$ cat config.mk
export PLATFORM = sky130hd
export DESIGN_NAME = tblink_rpc_invoke_dispatch
export DESIGN_NICKNAME = d
export VERILOG_FILES = /design/src/rtl/tblink_rpc_dispatch_pkg.sv /design/src/rtl/tblink_rpc_rr_arb.sv /design/src/rtl/tblink_rpc_invoke_dispatch.sv
export SDC_FILE = /design/constraint.sdc
export NUM_CORES = 2
export LEC_CHECK = 0
export ABC_AREA = 0
export BUFFER_PORTS_ARGS = -buffer_cell sky130_fd_sc_hd__clkbuf_2
export CORE_MARGIN = 2
export CORE_UTILIZATION = 35
export CTS_CLUSTER_SIZE = 28
export DETAILED_ROUTE_END_ITERATION = 10
export SYNTH_ARGS = -nofsm -noshare
export SYNTH_HDL_FRONTEND = slang
export SYNTH_SLANG_ARGS = --single-unit
$ cat constraint.sdc
create_clock -name clock -period 13.3 [get_ports clock]
set_input_delay 2.66 -clock clock [delete_from_list [all_inputs] [get_ports clock]]
set_output_delay 2.66 -clock clock [all_outputs]
set_load 0.01 [all_outputs]
$ cat src/rtl/tblink_rpc_dispatch_pkg.sv
// Shared types and helpers for the TbLink RPC invoke dispatcher.
// Latency: n/a (types, constants and constant functions only).
// Backpressure: n/a.
package tblink_rpc_dispatch_pkg;

    // Tag-table slot lifecycle: a slot is ISSUED from allocation until its response is consumed.
    typedef enum logic {
        FREE   = 1'b0,
        ISSUED = 1'b1
    } slot_state_e;

    // Per-channel holding register. HELD parks a blocking call while run=0.
    typedef enum logic [1:0] {
        IDLE  = 2'd0,
        HELD  = 2'd1,
        VALID = 2'd2
    } chan_state_e;

    // Width needed to address a table of 'depth' slots (never narrower than 1 bit).
    function automatic int tag_width(input int depth);
        return (depth <= 2) ? 1 : $clog2(depth);
    endfunction

    // The error register is arbitrated as one extra requester placed after the last channel.
    localparam int ERR_SRC_OFFSET = 0;

    function automatic int err_src(input int n_channels);
        return n_channels + ERR_SRC_OFFSET;
    endfunction

endpackage

$ cat src/rtl/tblink_rpc_rr_arb.sv
// Round-robin arbiter over N requesters with a one-hot grant.
// Latency: grant is combinational from req; pointer moves on the clock after adv.
// Backpressure: pointer only advances past the winner when adv is asserted.
module tblink_rpc_rr_arb #(
    parameter int N = 5
) (
    input  logic         clock,
    input  logic         reset,
    input  logic [N-1:0] req,   // request vector
    input  logic         adv,   // grant was consumed this cycle
    output logic [N-1:0] gnt    // one-hot grant
);

    localparam int PTR_W = (N <= 2) ? 1 : $clog2(N);

    logic [PTR_W-1:0] ptr;
    logic [PTR_W-1:0] ptr_nxt;
    logic             found;

    // First pass searches from the pointer upward, second pass wraps to index 0.
    always_comb begin
        gnt     = '0;
        ptr_nxt = ptr;
        found   = 1'b0;
        for (int k = 0; k < N; k++) begin
            if (!found && req[k] && (k >= int'(ptr))) begin
                found   = 1'b1;
                gnt[k]  = 1'b1;
                ptr_nxt = (k == N - 1) ? '0 : PTR_W'(k + 1);
            end
        end
        for (int k = 0; k < N; k++) begin
            if (!found && req[k]) begin
                found   = 1'b1;
                gnt[k]  = 1'b1;
                ptr_nxt = (k == N - 1) ? '0 : PTR_W'(k + 1);
            end
        end
    end

    always_ff @(posedge clock) begin
        if (reset) begin
            ptr <= '0;
        end else if (adv && found) begin
            ptr <= ptr_nxt;
        end
    end

endmodule

$ cat src/rtl/tblink_rpc_invoke_dispatch.sv
// Dispatches RPC invoke requests to N BFM channels and merges their out-of-order responses.
// Latency: 1 cycle req->ch_req_valid (non-blocking), 1 cycle ch_rsp->rsp_valid.
// Backpressure: req_ready drops on full tag table or busy target; responses stall while rsp holds.
// Ports: req_* invoke stream in; ch_req_*/ch_rsp_* flattened per-channel request/response;
//        rsp_* merged response out; outstanding/blocked_cnt/err_bad_tag status.
module tblink_rpc_invoke_dispatch
    import tblink_rpc_dispatch_pkg::*;
#(
    parameter int N_CHANNELS      = 4,
    parameter int MAX_OUTSTANDING = 8,
    parameter int CALL_ID_W       = 64,
    parameter int METHOD_W        = 8,
    parameter int PARAM_W         = 64,
    parameter int TAG_W           = tag_width(MAX_OUTSTANDING)
) (
    input  logic                           clock,
    input  logic                           reset,
    input  logic                           run,
    input  logic                           req_valid,
    output logic                           req_ready,
    input  logic [3:0]                     req_chan,
    input  logic [METHOD_W-1:0]            req_method,
    input  logic [CALL_ID_W-1:0]           req_call_id,
    input  logic                           req_blocking,
    input  logic [PARAM_W-1:0]             req_params,
    output logic [N_CHANNELS-1:0]          ch_req_valid,
    input  logic [N_CHANNELS-1:0]          ch_req_ready,
    output logic [N_CHANNELS*METHOD_W-1:0] ch_req_method,
    output logic [N_CHANNELS*PARAM_W-1:0]  ch_req_params,
    output logic [N_CHANNELS*TAG_W-1:0]    ch_req_tag,
    input  logic [N_CHANNELS-1:0]          ch_rsp_valid,
    output logic [N_CHANNELS-1:0]          ch_rsp_ready,
    input  logic [N_CHANNELS*TAG_W-1:0]    ch_rsp_tag,
    input  logic [N_CHANNELS*PARAM_W-1:0]  ch_rsp_retval,
    output logic                           rsp_valid,
    input  logic                           rsp_ready,
    output logic [CALL_ID_W-1:0]           rsp_call_id,
    output logic [PARAM_W-1:0]             rsp_retval,
    output logic                           rsp_error,
    output logic [TAG_W:0]                 outstanding,
    output logic [15:0]                    blocked_cnt,
    output logic                           err_bad_tag
);

    localparam int N_SRC   = N_CHANNELS + 1;
    localparam int ERR_SRC = err_src(N_CHANNELS);
    localparam int OUT_W   = TAG_W + 1;

    chan_state_e          ch_state     [N_CHANNELS];
    chan_state_e          ch_state_nxt [N_CHANNELS];
    logic [METHOD_W-1:0]  ch_method    [N_CHANNELS];
    logic [PARAM_W-1:0]   ch_params    [N_CHANNELS];
    logic [TAG_W-1:0]     ch_tag       [N_CHANNELS];

    slot_state_e          slot_state   [MAX_OUTSTANDING];
    logic [CALL_ID_W-1:0] slot_call_id [MAX_OUTSTANDING];
    logic [3:0]           slot_chan    [MAX_OUTSTANDING];

    logic                 err_vld;
    logic [CALL_ID_W-1:0] err_call_id;

    logic                  bad_chan, chan_idle, accept, alloc_en, hold_any;
    logic [TAG_W-1:0]      alloc_tag;
    logic [N_CHANNELS-1:0] ch_load;
    logic                  load_en, arb_adv, win_ch_hs, win_good, free_en, err_hs;
    logic [N_SRC-1:0]      arb_req, arb_gnt;
    logic [TAG_W-1:0]      win_tag;
    logic [3:0]            win_chan;
    logic [PARAM_W-1:0]    win_retval;

    // Request side: acceptance, lowest-free slot allocation, channel load strobes.
    always_comb begin
        bad_chan  = (int'(req_chan) >= N_CHANNELS);
        chan_idle = 1'b0;
        for (int i = 0; i < N_CHANNELS; i++) begin
            if ((req_chan == 4'(i)) && (ch_state[i] == IDLE)) chan_idle = 1'b1;
        end
        // Registered count only: a slot freed this cycle is not visible until the next one.
        req_ready = (outstanding < OUT_W'(MAX_OUTSTANDING)) && (bad_chan ? !err_vld : chan_idle);
        accept    = req_valid && req_ready;
        alloc_en  = accept && !bad_chan;
        alloc_tag = '0;
        for (int s = MAX_OUTSTANDING - 1; s >= 0; s--) begin
            if (slot_state[s] == FREE) alloc_tag = TAG_W'(s);
        end
        ch_load = '0;
        for (int i = 0; i < N_CHANNELS; i++) begin
            ch_load[i] = alloc_en && (req_chan == 4'(i));
        end
    end

    // Channel holding-register next state and flattened channel request outputs.
    always_comb begin
        hold_any      = 1'b0;
        ch_req_valid  = '0;
        ch_req_method = '0;
        ch_req_params = '0;
        ch_req_tag    = '0;
        for (int i = 0; i < N_CHANNELS; i++) begin
            ch_state_nxt[i] = ch_state[i];
            case (ch_state[i])
                IDLE:    if (ch_load[i]) ch_state_nxt[i] = (req_blocking && !run) ? HELD : VALID;
                HELD:    if (run) ch_state_nxt[i] = VALID;
                VALID:   if (ch_req_ready[i]) ch_state_nxt[i] = IDLE;
                default: ch_state_nxt[i] = IDLE;
            endcase
            if (ch_state[i] == HELD) hold_any = 1'b1;
            ch_req_valid[i]                         = (ch_state[i] == VALID);
            ch_req_method[i*METHOD_W +: METHOD_W]   = ch_method[i];
            ch_req_params[i*PARAM_W +: PARAM_W]     = ch_params[i];
            ch_req_tag[i*TAG_W +: TAG_W]            = ch_tag[i];
        end
    end

    // Response side: the merged output register refills when empty or draining.
    always_comb begin
        load_en      = !rsp_valid || rsp_ready;
        arb_req      = {err_vld, ch_rsp_valid};
        arb_adv      = load_en && (|arb_req);
        ch_rsp_ready = arb_gnt[N_CHANNELS-1:0] & {N_CHANNELS{load_en}};
        win_tag      = '0;
        win_chan     = '0;
        win_retval   = '0;
        for (int i = 0; i < N_CHANNELS; i++) begin
            if (arb_gnt[i]) begin
                win_tag    = ch_rsp_tag[i*TAG_W +: TAG_W];
                win_chan   = 4'(i);
                win_retval = ch_rsp_retval[i*PARAM_W +: PARAM_W];
            end
        end
        win_ch_hs = |ch_rsp_ready;
        // A response is only trusted if its slot is live and was issued on this channel.
        win_good  = (slot_state[win_tag] == ISSUED) && (slot_chan[win_tag] == win_chan);
        free_en   = win_ch_hs && win_good;
        err_hs    = load_en && arb_gnt[ERR_SRC];
    end

    tblink_rpc_rr_arb #(.N(N_SRC)) u_arb (
        .clock (clock),
        .reset (reset),
        .req   (arb_req),
        .adv   (arb_adv),
        .gnt   (arb_gnt)
    );

    always_ff @(posedge clock) begin
        if (reset) begin
            for (int i = 0; i < N_CHANNELS; i++) begin
                ch_state[i]  <= IDLE;
                ch_method[i] <= '0;
                ch_params[i] <= '0;
                ch_tag[i]    <= '0;
            end
            for (int s = 0; s < MAX_OUTSTANDING; s++) begin
                slot_state[s]   <= FREE;
                slot_call_id[s] <= '0;
                slot_chan[s]    <= '0;
            end
            err_vld     <= 1'b0;
            err_call_id <= '0;
            rsp_valid   <= 1'b0;
            rsp_call_id <= '0;
            rsp_retval  <= '0;
            rsp_error   <= 1'b0;
            outstanding <= '0;
            blocked_cnt <= '0;
            err_bad_tag <= 1'b0;
        end else begin
            for (int i = 0; i < N_CHANNELS; i++) begin
                ch_state[i] <= ch_state_nxt[i];
                if (ch_load[i]) begin
                    ch_method[i] <= req_method;
                    ch_params[i] <= req_params;
                    ch_tag[i]    <= alloc_tag;
                end
            end
            // Alloc targets a FREE slot and free targets an ISSUED one, so they never collide.
            if (alloc_en) begin
                slot_state[alloc_tag]   <= ISSUED;
                slot_call_id[alloc_tag] <= req_call_id;
                slot_chan[alloc_tag]    <= req_chan;
            end
            if (free_en) slot_state[win_tag] <= FREE;

            case ({alloc_en, free_en})
                2'b10:   outstanding <= outstanding + OUT_W'(1);
                2'b01:   outstanding <= outstanding - OUT_W'(1);
                default: ;
            endcase

            if (hold_any && !run && (blocked_cnt != 16'hFFFF)) blocked_cnt <= blocked_cnt + 16'd1;

            if (accept && bad_chan) begin
                err_vld     <= 1'b1;
                err_call_id <= req_call_id;
            end else if (err_hs) begin
                err_vld <= 1'b0;
            end

            if (load_en) begin
                rsp_valid <= err_hs || free_en;
                if (err_hs) begin
                    rsp_call_id <= err_call_id;
                    rsp_retval  <= '0;
                    rsp_error   <= 1'b1;
                end else if (free_en) begin
                    rsp_call_id <= slot_call_id[win_tag];
                    rsp_retval  <= win_retval;
                    rsp_error   <= 1'b0;
                end
            end

            if (win_ch_hs && !win_good) err_bad_tag <= 1'b1;
        end
    end

endmodule

==> flow_summary.ini <==
[route]
vias = 36400
ant_nets = 0
detail_route.drc_violations = 15
initialDrtViolationCount = 4366
dr.pass1.iters = 11
wire_per_inst_um = 28.0
drt_wl_total_um = 185000
avgViaCountPerCell = 5.51

[timing]
final-setup-viol-count = 0
timing.final.crit_period_ns = 8.30
drv_slew = 0
hold_ws_ns = 0.453
fmaxAchievable_mhz = 120
timing.slew.headroom_pct = 15.3
period_share_pct = 62.4
finalSetupTns_ns = 0
worst-slew-pin-transition_ns = 1.27
hold_viol_final = 0
grt_setup_unrepaired = false
final.setup_skew_ns = 0.0638

[global_routing]
grt_util_all_layers_pct = 26.2
global_route_wire_length_before_repair_um = 257000
grt_remaining_overflow = 0
antenna_found_initial = 61
grt_max_degree = 140
first_global_vias = 34300

[clock_tree]
postCtsSetupRepairBufs = 0
tritoncts.num_buffers = 117
worst_skew_pair.late_latency_ns = 0.77
holdBufCountCts = 0
ctsLongestPathBuffers = 3
tritoncts = yes
maximum_level_of_the_cts_h_tree = 3
clockRootBuffer = clkbuf_16
cts.sinks = 1079
postCtsResizedCells = 0
path_clk_slew_ns = 0.06

[outcome]
outcome = finished, violations left
violations_in_the_final_reports = DRC

[floorplan]
rows = 133
io_pins = 882
die_height_um = 368
core_region_area_sq_mm = 0.132
floorplan.die.width_um = 368
floorplan.initialDensity_pct = 35.3
die_area_sq_mm = 0.136

[synth]
synth_top_cells_by_area = edfxtp_1 (55%), dfxtp_1 (10%), and2_1 (9.1%)
synth_most_common_cell = edfxtp_1
ys_ff_latch = 1079
post_synth.cell_area_avg_sq_um = 11.7
netlist.area_leader.share_pct = 54.5
post_synth_instance_area_sq_mm = 0.0465
syn_inst = 3968
synth_top_flop_cell = edfxtp_1
synth_cell_type_count = 78
synth-seq-area-share_pct = 64.6
ys_async_sr_fraction_pct = 0
number_of_warning_messages_in_the_yosys_log = 0
synth_edf_count = 844
synth.largest_area_cell = edfxtp_1
synth.top_cells.by_count = edfxtp_1 (844), and2_1 (679), nand2_1 (592), clkbuf_1 (261), dfxtp_1 (235)

[place]
placed_cells = 6374
gp_routability_congestion = 0.875
place_hpwl_um = 118000
numPortBuffers = 881

[finish]
nets = 5165
proportion_of_layout_cells_with_a_drive_suffix_above_1_pct = 25.5
instances_no_fill = 6608
layout-area-overhead-vs-synth_pct = 22.1

[pwr]
leakage_nw = 23.0
power.ir.vdd_worst_uv = 113
total_design_power_mw = 8.64
power-per-cell-area_mw_per_mm2 = 152

[worst_setup_path]
crit_chain = clkbuf_2 -> nor2b_1 -> o31ai_2 -> a31o_4 -> nand2_1 -> nand2_4 -> buf_4 -> nor2_2 -> buf_4 -> a22o_1 -> a211o_1 -> or3_4 -> inv_4 -> ha_1 -> ha_1 -> a21o_1 -> a21oi_1 -> xnor2_1 -> or3_1 -> a21oi_1
critical-path-max-stage-delay_ns = 0.84
path_max_fanout = 74
crit_path_end_kind = flop
critical-path-slowest-cell = a31o_4
worstSetupStartpointType = input pin
worstSetupPathType = in2reg
worst-endpoint-required_ns = 13.95
timing.reg2reg.setup_slack_ns = 6.64
crit_arrival_ns = 8.95

[hold_path]
timing.hold.worst.class = reg2reg

[job]
drv_cap = 0
## cell type report
class                   count  area [sq um]
clock inverters            61           678
diodes                     12          30.0
clock buffers             161          3320
fillers                 12300         74900
well taps                1755          2200
repair buffers            952          4950
multi-input cells        2572         15500
flip-flops and latches   1079         30000
inverters                  16          70.1
## metrics by stage
step	utilization (%)	area (sq um)	setup WS (ns)
final	43.1	56800	5.00
after global routing	43.1	56700	4.79
after CTS	43.1	56700	5.18
after detailed placement	40.1	52700	4.38
after global placement	40.1	52700	4.50
after floorplan	-	46500	3.85
## flip-flops by register name, indices dropped and copies added, names as in the netlist
signal and count:
rsp_retval 64, slot_state 8, err_vld 1, err_bad_tag 1, ch_params 256, ch_method 32
err_call_id 64, ch_state 8, rsp_valid 1, ch_tag 12, outstanding 4, blocked_cnt 16
slot_call_id 512, rsp_error 1, rsp_call_id 64, slot_chan 32, u_arb.ptr 3
## critical path: cells and delay by family
kind                     cells  cell delay [ns]
AND/OR/NAND/NOR              6             1.73
buffers and inverters        4             1.60
adder cells (fa/ha/maj)      2             0.55
XOR/XNOR                     1             0.08
AO/OA/AOI/OAI                7             2.26
## routing by layer
metal  GRT usage, %  share of wire, %
met1           33.8                39
met2           42.5                47
met3           6.90               9.8
met4           9.32               3.7
met5              0             0.091
## logic make-up after synthesis
kind of cell,synth area share (%)
AO/OA/AOI/OAI,10.2
flip-flops,64.6
buffers and inverters,2.89
multiplexers,1.62
AND/OR/NAND/NOR,20.2
adder cells (fa/ha/maj),0.151
XOR/XNOR,0.264
other,0.00807
## worst paths after layout
| path | depth (start not counted) | from | endpoint |
|---|---|---|---|
| worst min register to register | 2 | err_call_id[13]$_SDFFE_PP0P_ | err_call_id[13]$_SDFFE_PP0P_ |
| worst max register to register | 19 | u_arb.ptr[0]$_SDFFE_PP0P_ | outstanding[3]$_SDFFE_PP0P_ |
| worst min-delay path | 2 | err_call_id[13]$_SDFFE_PP0P_ | err_call_id[13]$_SDFFE_PP0P_ |
| worst max-delay path | 20 | ch_rsp_valid[0] | outstanding[3]$_SDFFE_PP0P_ |
## where the power goes
part | switching [mW] | leakage, nW | internal (mW)
Sequential | 0.0868 | 10.5 | 3.80
Combinational | 0.990 | 10.6 | 0.411
Clock | 1.43 | 1.95 | 1.93
Total | 2.50 | 23.0 | 6.14
## cells in the final DEF, fill, tap and decap left out, types with 70 or more instances in the layout
| master | instances |
|---|---|
| clkbuf_2 | 880 |
| edfxtp_1 | 844 |
| and2_1 | 676 |
| nand2_1 | 587 |
| dfxtp_1 | 235 |
| a21oi_1 | 219 |
| and3_1 | 182 |
| nor2_1 | 141 |
| clkbuf_16 | 120 |
| nand3_1 | 100 |
| buf_4 | 71 |
| a222oi_1 | 70 |
Note: power is estimated with default switching activity, not from simulation.
